File: config.mk
export PLATFORM = sky130hd
export DESIGN_NAME = nr_divider_flat
export DESIGN_NICKNAME = d
export VERILOG_FILES = /design/src/rtl/nr_divider_pkg.sv /design/src/rtl/nr_divider_if.sv /design/src/rtl/nr_div_step.sv /design/src/rtl/nr_divider.sv /design/src/flat_wrapper.sv
export SDC_FILE = /design/constraint.sdc
export NUM_CORES = 1
export LEC_CHECK = 0
export CORE_MARGIN = 2
export CORE_UTILIZATION = 38
export DETAILED_ROUTE_END_ITERATION = 10
export MAX_ROUTING_LAYER = met4
export SLEW_MARGIN = 30
export SYNTH_ARGS = -nofsm -noshare
export SYNTH_HDL_FRONTEND = slang
export SYNTH_SLANG_ARGS = --single-unit
File: constraint.sdc
create_clock -name clk -period 4.2 [get_ports clk]
set_input_delay 1.26 -clock clk [delete_from_list [all_inputs] [get_ports clk]]
set_output_delay 1.26 -clock clk [all_outputs]
set_load 0.05 [all_outputs]
File: src/rtl/nr_divider_pkg.sv
// Shared types and helpers for the non-restoring divider.
// Operand widths up to MAX_W are supported by the helpers below.
package div_pkg;

   localparam int MAX_W = 64;

   typedef enum logic [1:0] {
      IDLE,
      RUN,
      FIX,
      DONE
   } div_state_e;

   // Callers truncate this to their own WIDTH.
   localparam logic [MAX_W-1:0] DBZ_QUOTIENT = '1;

   // Two's-complement conditional negation.
   // Used both for operand magnitudes and for applying result signs.
   function automatic logic [MAX_W-1:0] cond_negate(input logic [MAX_W-1:0] value,
                                                    input logic             negate);
      return negate ? (~value + 1'b1) : value;
   endfunction

endpackage

File: src/rtl/nr_divider_if.sv
// Request/response bundle between a datapath master and the divider.
interface nr_divider_if #(
   parameter int WIDTH = 32
) ();

   logic             start;
   logic             signed_op;
   logic [WIDTH-1:0] dividend;
   logic [WIDTH-1:0] divisor;
   logic             busy;
   logic             done;
   logic [WIDTH-1:0] quotient;
   logic [WIDTH-1:0] remainder;
   logic             div_by_zero;

   modport master (
      output start, signed_op, dividend, divisor,
      input  busy, done, quotient, remainder, div_by_zero
   );

   modport slave (
      input  start, signed_op, dividend, divisor,
      output busy, done, quotient, remainder, div_by_zero
   );

endinterface

File: src/rtl/nr_div_step.sv
// One non-restoring iteration: shift {A,Q} left, then add or subtract M
// according to the sign A had before the shift.
module nr_div_step #(
   parameter int WIDTH = 32
) (
   input  logic [WIDTH:0]   a_in,
   input  logic [WIDTH-1:0] q_in,
   input  logic [WIDTH-1:0] m_in,
   output logic [WIDTH:0]   a_out,
   output logic [WIDTH-1:0] q_out
);

   logic [WIDTH:0] a_shift;
   logic [WIDTH:0] a_next;

   // A may wrap mid-step; the add/sub result is exact modulo 2^(WIDTH+1).
   always_comb begin
      a_shift = {a_in[WIDTH-1:0], q_in[WIDTH-1]};
      if (a_in[WIDTH]) begin
         a_next = a_shift + {1'b0, m_in};
      end else begin
         a_next = a_shift - {1'b0, m_in};
      end
      a_out = a_next;
      q_out = {q_in[WIDTH-2:0], ~a_next[WIDTH]};
   end

endmodule

File: src/rtl/nr_divider.sv
// Sequential signed/unsigned non-restoring divider with start/done handshake.
// Divides magnitudes, then applies the quotient and remainder signs in FIX.
module nr_divider
   import div_pkg::*;
#(
   parameter int WIDTH = 32
) (
   input  logic        clk,
   input  logic        reset,
   nr_divider_if.slave bus
);

   localparam int            CW         = $clog2(WIDTH);
   localparam logic [CW-1:0] LAST_COUNT = CW'(WIDTH - 1);

   div_state_e       state_q, state_d;
   logic [WIDTH:0]   a_q, a_d;
   logic [WIDTH-1:0] q_q, q_d;
   logic [WIDTH-1:0] m_q, m_d;
   logic [CW-1:0]    count_q, count_d;
   logic             neg_quo_q, neg_quo_d;
   logic             neg_rem_q, neg_rem_d;
   logic             dbz_q, dbz_d;
   logic             busy_q, busy_d;
   logic             done_q, done_d;
   logic [WIDTH-1:0] quotient_q, quotient_d;
   logic [WIDTH-1:0] remainder_q, remainder_d;
   logic             div_by_zero_q, div_by_zero_d;

   logic [WIDTH:0]   step_a;
   logic [WIDTH-1:0] step_q;
   logic [WIDTH-1:0] a_fix;

   nr_div_step #(.WIDTH(WIDTH)) u_step (
      .a_in  (a_q),
      .q_in  (q_q),
      .m_in  (m_q),
      .a_out (step_a),
      .q_out (step_q)
   );

   always_comb begin
      state_d       = state_q;
      a_d           = a_q;
      q_d           = q_q;
      m_d           = m_q;
      count_d       = count_q;
      neg_quo_d     = neg_quo_q;
      neg_rem_d     = neg_rem_q;
      dbz_d         = dbz_q;
      quotient_d    = quotient_q;
      remainder_d   = remainder_q;
      div_by_zero_d = div_by_zero_q;
      busy_d        = (state_q != IDLE);
      done_d        = (state_q == DONE);
      a_fix         = a_q[WIDTH] ? (a_q[WIDTH-1:0] + m_q) : a_q[WIDTH-1:0];

      case (state_q)
         IDLE: begin
            if (bus.start) begin
               neg_quo_d = bus.signed_op & (bus.dividend[WIDTH-1] ^ bus.divisor[WIDTH-1]);
               neg_rem_d = bus.signed_op & bus.dividend[WIDTH-1];
               a_d       = '0;
               q_d       = WIDTH'(cond_negate(MAX_W'(bus.dividend),
                                              bus.signed_op & bus.dividend[WIDTH-1]));
               m_d       = WIDTH'(cond_negate(MAX_W'(bus.divisor),
                                              bus.signed_op & bus.divisor[WIDTH-1]));
               count_d   = '0;
               dbz_d     = (bus.divisor == '0);
               state_d   = (bus.divisor == '0) ? FIX : RUN;
            end
         end

         RUN: begin
            a_d     = step_a;
            q_d     = step_q;
            count_d = count_q + 1'b1;
            if (count_q == LAST_COUNT) begin
               state_d = FIX;
            end
         end

         // On divide-by-zero Q still holds |dividend|, so re-signing it
         // reproduces the dividend exactly as it was sampled.
         FIX: begin
            if (dbz_q) begin
               q_d = WIDTH'(DBZ_QUOTIENT);
               a_d = {1'b0, WIDTH'(cond_negate(MAX_W'(q_q), neg_rem_q))};
            end else begin
               q_d = WIDTH'(cond_negate(MAX_W'(q_q), neg_quo_q));
               a_d = {1'b0, WIDTH'(cond_negate(MAX_W'(a_fix), neg_rem_q))};
            end
            state_d = DONE;
         end

         DONE: begin
            quotient_d    = q_q;
            remainder_d   = a_q[WIDTH-1:0];
            div_by_zero_d = dbz_q;
            state_d       = IDLE;
         end

         default: state_d = IDLE;
      endcase
   end

   always_ff @(posedge clk) begin
      if (reset) begin
         state_q       <= IDLE;
         a_q           <= '0;
         q_q           <= '0;
         m_q           <= '0;
         count_q       <= '0;
         neg_quo_q     <= 1'b0;
         neg_rem_q     <= 1'b0;
         dbz_q         <= 1'b0;
         busy_q        <= 1'b0;
         done_q        <= 1'b0;
         quotient_q    <= '0;
         remainder_q   <= '0;
         div_by_zero_q <= 1'b0;
      end else begin
         state_q       <= state_d;
         a_q           <= a_d;
         q_q           <= q_d;
         m_q           <= m_d;
         count_q       <= count_d;
         neg_quo_q     <= neg_quo_d;
         neg_rem_q     <= neg_rem_d;
         dbz_q         <= dbz_d;
         busy_q        <= busy_d;
         done_q        <= done_d;
         quotient_q    <= quotient_d;
         remainder_q   <= remainder_d;
         div_by_zero_q <= div_by_zero_d;
      end
   end

   assign bus.busy        = busy_q;
   assign bus.done        = done_q;
   assign bus.quotient    = quotient_q;
   assign bus.remainder   = remainder_q;
   assign bus.div_by_zero = div_by_zero_q;

endmodule

File: src/flat_wrapper.sv
// flat-port wrapper written by rule: the top's interface ports become plain ports
module nr_divider_flat import div_pkg::*;
#(
   parameter int WIDTH = 32
)
  (clk, reset, bus_start, bus_signed_op, bus_dividend, bus_divisor, bus_busy, bus_done, bus_quotient, bus_remainder, bus_div_by_zero);
  nr_divider_if #(.WIDTH(WIDTH)) bus_i ();
  input  logic clk;
  input  logic reset;
  input wire logic [$bits(bus_i.start)-1:0] bus_start;
  input wire logic [$bits(bus_i.signed_op)-1:0] bus_signed_op;
  input wire logic [$bits(bus_i.dividend)-1:0] bus_dividend;
  input wire logic [$bits(bus_i.divisor)-1:0] bus_divisor;
  output wire logic [$bits(bus_i.busy)-1:0] bus_busy;
  output wire logic [$bits(bus_i.done)-1:0] bus_done;
  output wire logic [$bits(bus_i.quotient)-1:0] bus_quotient;
  output wire logic [$bits(bus_i.remainder)-1:0] bus_remainder;
  output wire logic [$bits(bus_i.div_by_zero)-1:0] bus_div_by_zero;
  assign bus_i.start = bus_start;
  assign bus_i.signed_op = bus_signed_op;
  assign bus_i.dividend = bus_dividend;
  assign bus_i.divisor = bus_divisor;
  assign bus_busy = bus_i.busy;
  assign bus_done = bus_i.done;
  assign bus_quotient = bus_i.quotient;
  assign bus_remainder = bus_i.remainder;
  assign bus_div_by_zero = bus_i.div_by_zero;
  nr_divider #(.WIDTH(WIDTH)) u_core (.clk(clk), .reset(reset), .bus(bus_i));
endmodule
==> metrics <==
final-stage net count between 2000 and 2500; Mapped Cells ~2000; VDD IR max 0.409 mV; CP required about 4600 ps; ys flop type dfxtp_1; Final Instance Area around 18000 µm²; Hold Path Sink u_core.bus.remainder[28]$_SDFFE_PP0P_; cells along the critical path buf_4 > buf_4 > ha_1 > o211ai_1 > o211a_2 > or3b_4 > buf_4 > a311oi_4 > mux2i_1 > a211oi_4 > nand4_2 > o41a_1 > o31a_1 > o31ai_1 > nand2_1; gp weighted congestion 0.979; reg2reg start u_core.m_q[4]$_SDFFE_PP0P_; share of the synthesized area in the top cell type 23.8%; fmax 248 MHz; final period utilization a little over nine tenths; Reg area between 3000 and 4000 µm²; io pins roughly 140; RR Endpoint u_core.a_q[31]$_SDFFE_PP0P_; Pwr per Cell Area 609 nW/µm²; Layout area overhead 25.7%; CTS clock-pin slew for the worst setup and hold paths around 80 ps; H-tree lvl count 4; CTS root buf clkbuf_16; initial DRC count between 1000 and 1500; total number of vias 15739; vias per cell 5.74; leakage power between 7 and 8 nW; syn_nets 2122; critical path peak fanout 5; Clock Latency Late Sink between 400 and 500 ps; initial core utilization 38.8%; Max Cap Viol 0; area of the core about 38000 µm²; Total GRT Usage about 28%; minimum clock period around 4000 ps; final hold violation count 0; Cells after DPL around 2700; worst hold slack 490 ps; Setup Skew 15.8 ps; DRC viols 0; r2r worst-path depth 15; wire per inst ~20 µm; ratio of cells with drive above 1 in the final layout a little over an eighth; Synth Register Bits 174; Final WS setup about 170 ps; Layout Cells excl Fill about 2700; Num Clock Sinks roughly 170; Remaining Overflow, GRT 0; area of the multi-input gates around 11000 µm²; largest net degree at the start of global routing 134; Hold Crit Class flop to flop; synth warn 0; Detailed Route WL approximately 55000 µm; ANT nets after route 0; CTS tree done; FILL cells between 3000 and 4000; first-pass GRT wire length approximately 86000 µm; FF-to-FF setup slack 170 ps; total CTS buffers 17; cell mode on critical path buf_4; Clock Tree Buf Depth 2; Setup Crit Path Kind flop to flop; antenna cells 0; synthesized cell area approximately 15000 µm²; initial antenna violation count 0; Slew Limit Fails 0; WP data arrival roughly 4400 ps; ys async rst share 0%; Final setup viols 0; register area share after synthesis 23.8%; status finished, final reports clean; vias in the first global route ~15000; pre-CTS setup slack -241 ps; IO Port Bufs around 130; Die Wd approximately 200 µm; Post-synth EDFFs 0; synth unique cells 81; DR pass1 iterations 5; Synth Area per Inst approximately 7.4 µm²; area leader, netlist dfxtp_1; slowest stage delay, CP between 400 and 500 ps; Setup crit start kind flop; DP Area between 15000 and 20000 µm²; Worst Min Path Start u_core.bus.remainder[28]$_SDFFE_PP0P_; Post-CTS Hold Buffers 0; row cnt 71; worst-margin pin slew roughly 960 ps; hold depth 2; DP HPWL around 43000 µm; Die Footprint 40200 µm²; Max-slew headroom a little over a third; Slowest cell on crit path o41a_1; CP Capture Type flop; Die Y about 200 µm; Synth area leaders dfxtp_1, nor2_1, ha_1
-- stage by stage --
stage          power (mW)  setup TNS [ps]  util [%]
2_1_floorplan        6.71               0         -
3_3_place_gp         9.32            -758      46.9
3_5_place_dp         9.39            -941      46.9
4_1_cts              11.0               0      48.3
5_1_grt              12.0           -97.8      48.7
6_report             11.2               0      48.7
-- what timing repair did --
| action | in CTS | in global routing |
|---|---|---|
| setup endpoints to repair | 4 | 13 |
| pin swaps | 0 | 11 |
| buffers inserted | 0 | 4 |
| resized for setup | 3 | 35 |
-- registers in the layout, summed over array words and instances (netlist names), 2 cells and up --
name and cells:
u_core.a_q 33, u_core.bus.quotient 32, u_core.bus.remainder 32, u_core.m_q 32, u_core.q_q 32, u_core.count_q 5
u_core.state_q 2
-- synthesized netlist by cell type (7+ instances only) --
cell and count:
o2111ai_1 13, o21a_1 12, or2_2 8, nor3_1 68
nand4_1 14, a22oi_1 24, nand2_1 180, a31oi_1 19
or3_1 38, buf_1 12, a311oi_1 8, buf_2 14
xor2_1 100, dfxtp_1 174, nand3_1 34, a211oi_1 40
mux2_2 7, o221ai_1 7, and3_1 12, nor2_1 247
or4_1 9, nor2b_1 9, mux2i_1 75, ha_1 74
o21bai_1 8, and2_1 10, nand2b_1 23, clkbuf_1 88
a32oi_1 7, nor4_1 17, a21oi_1 170, a221oi_1 7
buf_4 9, xnor2_1 96, inv_1 43, o21ai_0 148
o31ai_1 24, a21o_1 20, o211ai_1 18
-- layout by cell type (no fill, tap or decap), types with 20 or more instances in the layout --
master	Yosys	routed
buf_4	9	208
a211oi_1	40	38
inv_1	43	43
mux2i_1	75	75
xnor2_1	96	96
a21o_1	20	20
xor2_1	100	100
or3_1	38	38
a22oi_1	24	24
nand3_1	34	34
a21oi_1	170	167
clkdlybuf4s50_1	0	133
ha_1	74	72
o21ai_0	148	141
o31ai_1	24	22
nor2_1	247	245
nand2_1	180	180
nor3_1	68	65
dfxtp_1	174	170
nand2b_1	23	23
-- worst max-delay path by stage --
stage                                  end  slack (ps)                         from  depth (start not counted)
3_5_place_dp   u_core.q_q[26]$_SDFFE_PP0P_        -240              bus_dividend[4]                         14
5_1_grt        u_core.a_q[28]$_SDFFE_PP0P_         -40   u_core.m_q[0]$_SDFFE_PP0P_                         21
6_report       u_core.a_q[31]$_SDFFE_PP0P_         170   u_core.m_q[4]$_SDFFE_PP0P_                         15
3_3_place_gp   u_core.q_q[21]$_SDFFE_PP0P_        -240              bus_dividend[4]                         13
2_1_floorplan   u_core.q_q[0]$_SDFFE_PP0P_          40  u_core.a_q[32]$_SDFFE_PP0P_                         19
4_1_cts        u_core.a_q[29]$_SDFFE_PP0P_           8   u_core.m_q[0]$_SDFFE_PP0P_                         21
-- logic make-up after synthesis --
kind of cell | synth area share (%)
AND/OR/NAND/NOR | 21.6
AO/OA/AOI/OAI | 25.9
XOR/XNOR | 11.7
flip-flops | 23.8
buffers and inverters | 4.68
multiplexers | 5.81
adder cells (fa/ha/maj) | 6.59
-- per-layer routing --
layer / track usage (%) / up-vias / share of wire (%)
li1: - / 7641 / -
met1: 40.1 / 7441 / 48
met4: 7.38 / 0 / 1.9
met3: 3.18 / 62 / 6.9
met5: - / - / 0
met2: 41.1 / 595 / 43
-- cell type report --
| class | count | area share [%] |
|---|---|---|
| Sequential cell | 174 | 18.9 |
| Timing Repair Buffer | 344 | 16.0 |
| Tap cell | 511 | 3.47 |
| Clock buffer | 21 | 2.50 |
| Inverter | 45 | 0.916 |
| Clock inverter | 10 | 0.455 |
| Multi-Input combinational cell | 1635 | 57.7 |
-- report_power, final --
group | total (mW) | internal, mW | switching [mW]
logic | 7.17 | 3.05 | 4.13
clock network | 1.58 | 0.795 | 0.782
registers | 2.48 | 1.95 | 0.537
total | 11.2 | 5.79 | 5.44
-- worst max-delay path: cells and delay by family (launching register included) --
kind / cells / cell delay [ps]
AOI/OAI and AO/OA: 7 / 1980
and+or+nand+nor: 3 / 680
buffers and inverters: 3 / 440
adders and majority gates: 1 / 340
DFF: 1 / 330
muxes: 1 / 170
No activity file was read; power rests on OpenSTA's default activity.
